--- src/rtl/layer_sequencer.sv ---
// layer_sequencer: tracks input/output VecFIFO fill levels and sequences one layer pass per vector.
// Ports: clk_in/rst_in (async active-low); in_wr_en/in_full producer side; layer_data_ready,
// layer_req_chunk_in/out, layer_out_vector_valid layer side; out_rd_en/out_vec_ready consumer side;
// busy, done, vec_count, err={timeout,protocol,overflow} status.
module layer_sequencer #(
  parameter int InVecLength     = 8,
  parameter int WorkingRegs     = 4,
  parameter int InBytesPerWrite = 1,
  parameter int Depth           = 2,
  parameter int TimeoutCycles   = 64
) (
  input  logic        clk_in,
  input  logic        rst_in,
  input  logic        in_wr_en,
  output logic        in_full,
  output logic        layer_data_ready,
  input  logic        layer_req_chunk_in,
  input  logic        layer_req_chunk_out,
  input  logic        layer_out_vector_valid,
  input  logic        out_rd_en,
  output logic        out_vec_ready,
  output logic        busy,
  output logic        done,
  output logic [15:0] vec_count,
  output logic [2:0]  err
);
  localparam int Chunks = InVecLength / WorkingRegs;
  localparam int Cap    = Depth * InVecLength;
  localparam int LW     = $clog2(Cap + 1);
  localparam int OW     = $clog2(Depth * Chunks + 1) + 1;
  localparam int CW     = $clog2(Chunks + 2);
  localparam int WW     = $clog2(TimeoutCycles + 1);
  localparam logic [1:0] IDLE = 2'd0, RUN = 2'd1, DONE = 2'd2, ERR = 2'd3;
  logic [1:0]    state, state_n;
  logic [LW-1:0] in_level;
  logic [OW-1:0] out_chunks;
  logic [CW-1:0] cin, cout, cin_n, cout_n;
  logic [WW-1:0] wdog;
  logic          vvalid_seen, vv_n;
  logic          run, wr_ok, pop_ok, rd_ok, push_ok, ovf, proto, tmo, start, fin, chunk_ev;
  assign in_full          = in_level > LW'(Cap - InBytesPerWrite);
  assign out_vec_ready    = out_chunks >= OW'(Chunks);
  assign layer_data_ready = state == RUN;
  assign busy             = state != IDLE;
  assign done             = state == DONE;
  always_comb begin
    run      = state == RUN;
    chunk_ev = layer_req_chunk_in || layer_req_chunk_out;
    wr_ok    = in_wr_en && !in_full;
    pop_ok   = layer_req_chunk_in && in_level >= LW'(WorkingRegs);
    rd_ok    = out_rd_en && out_chunks != '0;
    push_ok  = layer_req_chunk_out && out_chunks != '1;
    ovf      = (in_wr_en && in_full) || (out_rd_en && out_chunks == '0);
    cin_n    = cin + CW'(layer_req_chunk_in);
    cout_n   = cout + CW'(layer_req_chunk_out);
    vv_n     = vvalid_seen || layer_out_vector_valid;
    proto    = (!run && chunk_ev) || (run && (cin_n > CW'(Chunks) || cout_n > CW'(Chunks)))
            || (layer_req_chunk_in && in_level < LW'(WorkingRegs));
    tmo      = run && !chunk_ev && wdog == WW'(TimeoutCycles - 1);
    start    = in_level >= LW'(InVecLength) && out_chunks <= OW'((Depth - 1) * Chunks);
    fin      = cin_n == CW'(Chunks) && cout_n == CW'(Chunks) && vv_n;
    state_n  = (proto || tmo)   ? ERR :
               (state == IDLE)  ? (start ? RUN : IDLE) :
               run              ? (fin ? DONE : RUN) :
               (state == DONE)  ? IDLE : ERR;
  end
  always_ff @(posedge clk_in or negedge rst_in) begin
    if (!rst_in) begin
      state       <= IDLE;
      in_level    <= '0;
      out_chunks  <= '0;
      cin         <= '0;
      cout        <= '0;
      vvalid_seen <= 1'b0;
      wdog        <= '0;
      vec_count   <= '0;
      err         <= '0;
    end else begin
      state      <= state_n;
      in_level   <= in_level + (wr_ok ? LW'(InBytesPerWrite) : LW'(0)) - (pop_ok ? LW'(WorkingRegs) : LW'(0));
      out_chunks <= out_chunks + OW'(push_ok) - OW'(rd_ok);
      err        <= err | {tmo, proto, ovf};
      // Holding the per-vector counters at zero in IDLE clears them on entry to RUN.
      if (state == IDLE) begin
        cin         <= '0;
        cout        <= '0;
        vvalid_seen <= 1'b0;
        wdog        <= '0;
      end else if (run) begin
        cin         <= cin_n;
        cout        <= cout_n;
        vvalid_seen <= vv_n;
        wdog        <= chunk_ev ? WW'(0) : wdog + WW'(1);
      end
      if (state == DONE) vec_count <= vec_count + 16'd1;
    end
  end
endmodule

--- config.mk ---
export PLATFORM = sky130hd
export DESIGN_NAME = layer_sequencer
export DESIGN_NICKNAME = d
export VERILOG_FILES = /design/src/rtl/layer_sequencer.sv
export SDC_FILE = /design/constraint.sdc
export NUM_CORES = 1
export LEC_CHECK = 0
export CELL_PAD_IN_SITES_DETAIL_PLACEMENT = 0
export CELL_PAD_IN_SITES_GLOBAL_PLACEMENT = 1
export CORE_MARGIN = 2
export CORE_UTILIZATION = 46
export DETAILED_ROUTE_END_ITERATION = 8
export PLACE_DENSITY_LB_ADDON = 0.1
export SLEW_MARGIN = 20
export SYNTH_ARGS = -nofsm -noshare
export SYNTH_HDL_FRONTEND = slang
export SYNTH_SLANG_ARGS = --single-unit
export TNS_END_PERCENT = 1
--- constraint.sdc ---
create_clock -name clk_in -period 4.2 [get_ports clk_in]
set_input_delay 0.84 -clock clk_in [delete_from_list [all_inputs] [get_ports clk_in]]
set_output_delay 0.84 -clock clk_in [all_outputs]
set_load 0.05 [all_outputs]
==> flow_summary.yaml <==
outcome:
  status: "finished, final reports clean"
final_layout:
  fillers: 412
  final_cells: 296
  final_common_cell: "dfrtp_1"
  syn_to_final_growth_pct: 18.35
  layout_common_cells: "dfrtp_1 (42), clkdlybuf4s50_1 (29), ha_1 (20)"
  nets: 270
  antenna_cells: 0
  drive_above_1_share_pct: 7.025
synth:
  synth_warnings: 0
  yosys.area.top_type: "dfrtp_1"
  synth.yosys.seq_area_share_pct: 47.01
  ys_types: 44
  synthTopCellsByArea: "dfrtp_1 (47%), ha_1 (11%), xnor2_1 (4.7%), xor2_1 (4.7%), nand2_1 (3.0%)"
  syn_avg_cell_area_um2: 10.70
  synth-simple-area-share_pct: 18.07
  synth_top_area_share_pct: 47.01
  synthXorXnorAreaFrac_pct: 9.401
  synth_top_family_by_area: "simple AND/OR/NAND/NOR gates"
  syn-cell-area_mm2: 0.002236
  syn_nets: 237
  yosys.area_share.adder_pct: 12.09
  synth_edf_count: 0
  synthMuxAreaShare_pct: 0.5036
  synth_ff_type: "dfrtp_1"
  synth_compound_area_share_pct: 9.010
  async_flop_share_pct: 100.0
  synth-seq-cells: 42
  syn_inst: 209
timing:
  timing.hold.ws_ns: 0.4696
  fin_setup_tns_ns: 0
  drv_slew: 0
  period_needed_ns: 3.253
  fin_crit_sh_pct: 77.46
  tightest_slew_ns: 0.9288
  clock_skew_ns: 0.003320
  post-route-worst-setup-slack_ns: 0.9466
  slew_headroom_pct: 38.08
  timing.fmax_mhz: 307.4
  rsz0062_at_grt: "false"
  hold_violations: 0
  setup_violations: 0
route:
  routed_wl_um: 4077
  dr.pass1.iters: 4
  drt-initial-drc-count: 108
  vias: 1591
  drc_errors: 0
  viasPerCell: 5.375
  ant_nets: 0
  wl_per_cell_um: 13.77
placed_design:
  gp_congestion: 0.8288
  place_worst_setup_slack_ns: 1.289
  port_buffers: 30
  dp_hpwl_um: 3050
  place_inst: 289
power:
  p_per_area_mw_per_mm2: 448.5
  vdd_drop_max_v: 0.0002829
  sw_frac_of_total_pct: 35.27
  p_comb_share_pct: 35.9
  power_switching_mw: 0.4187
  internal_power_mw: 0.7682
  seq_power_share_pct: 43.4
  leakagePower_nw: 1.227
  clock_power_share_pct: 20.7
floorplan:
  die_h_um: 73.72
  die_w_um: 73.72
  die-area_mm2: 0.005435
  pin_count: 31
  initial_core_util_pct: 47.65
  rows: 25
  core_mm2: 0.004692
global_routing:
  grt_max_degree: 43
  antenna_found_initial: 0
  grt.total_usage_pct: 16.83
  grt_pass1_wl_um: 7038
  grt_pass1_vias: 1593
  grt_overflow: 0
setup_path:
  cp-end-kind: "primary output"
  worstPathMaxFanout: 19
  crit_start: "state[1]$_DFF_PN0_"
  path_class: "flip-flop to primary output"
  worstPathArrival_ns: 2.41
  reg2reg_to: "out_chunks[2]$_DFF_PN0_"
  critPathRequiredTime_ns: 3.36
  reg2reg_setup_slack_ns: 1.98
  r2r-start: "out_chunks[2]$_DFF_PN0_"
  crit_end: "done"
  cp-start-kind: "flip-flop"
  reg2regPathDepth: 9
clock_tree:
  cts_setup_buffers: 0
  ctsLongestPathBuffers: 2
  clock_latency_ns: 0.29
  postCtsHoldBufs: 0
  ctsResizeCount: 0
  htree_levels: 2
  path_clk_slew_ns: 0.08
  cts_tree: "yes"
  ctsRootBufferMaster: "clkbuf_8"
  cts_sinks: 42
  numCtsBuffers: 5
min_path:
  hp-class: "flip-flop to flip-flop"
job:
  max_cap_violations: 0
## sequential cells by signal, summed over array words and instances, names as in the netlist
name,cells
state,2
err,3
cin,2
vec_count,16
vvalid_seen,1
out_chunks,4
in_level,5
cout,2
wdog,7
## worst min path at each step
stage | end | from | slack, ns | cells after the start
3_5_place_dp | err[2]$_DFF_PN0_ | err[2]$_DFF_PN0_ | 0.46 | 1
6_report | err[2]$_DFF_PN0_ | err[2]$_DFF_PN0_ | 0.47 | 1
5_1_grt | vec_count[15]$_DFFE_PN0P_ | vec_count[15]$_DFFE_PN0P_ | 0.50 | 1
2_1_floorplan | wdog[3]$_DFFE_PN0P_ | wdog[3]$_DFFE_PN0P_ | 0.46 | 1
3_3_place_gp | err[2]$_DFF_PN0_ | err[2]$_DFF_PN0_ | 0.45 | 1
4_1_cts | err[2]$_DFF_PN0_ | err[2]$_DFF_PN0_ | 0.48 | 1
## final cells by class
type	count	area (um^2)	area share (%)
clock buffers	5	68.82	2.600
clock inverters	2	10.01	0.3783
inverters	15	56.30	2.128
multi-input cells	148	1097	41.47
flip-flops and latches	42	1051	39.72
well taps	54	67.56	2.553
repair buffers	30	295.3	11.16
## cell families after synthesis
logic type	after synthesis
AO/OA/AOI/OAI	31
XOR/XNOR	24
adder cells (fa/ha/maj)	21
buffers and inverters	19
flip-flops	42
multiplexers	1
AND/OR/NAND/NOR	71
## cell usage after synthesis, types with 2 or more instances
library cell	n
a21oi_1	7
a22o_1	3
and3_1	5
and4_1	2
buf_6	2
dfrtp_1	42
ha_1	20
inv_1	13
inv_2	2
nand2_1	18
nand2b_1	3
nand3_1	9
nand4_1	3
nor2_1	13
nor2b_1	3
nor3b_1	3
nor4_2	2
o21ai_0	4
o21ai_1	7
or4_1	2
xnor2_1	12
xor2_1	12
## through the flow
| step | total power, mW | instance area [um^2] | utilization [%] |
|---|---|---|---|
| global placement | 0.9190 | 2567 | 54.72 |
| floorplan | 0.8362 | 2236 | - |
| finish | 1.187 | 2646 | 56.40 |
| global route | 1.278 | 2646 | 56.40 |
| detailed placement | 0.9573 | 2567 | 54.72 |
| CTS | 1.208 | 2646 | 56.40 |
## metal layers
layer	track usage, %	part of all wire, %	vias up
met2	27.08	49	22
met5	0	0	-
li1	-	-	785
met1	21.72	47	778
met3	4.252	3.0	6
met4	6.465	1.1	0
## power groups by stage
stage	clock network, mW	logic, mW	registers [mW]
6_report	0.246	0.426	0.515
5_1_grt	0.271	0.484	0.523
4_1_cts	0.256	0.436	0.515
3_5_place_dp	0	0.435	0.523
3_3_place_gp	0	0.400	0.519
2_1_floorplan	0	0.326	0.510
## worst max-delay path: stages (launching register included)
cell,delay [ns]
dfrtp_1,0.73
inv_2,0.14
nor2_1,0.36
clkdlybuf4s50_1,0.88
(Power assumes the default switching activity.)
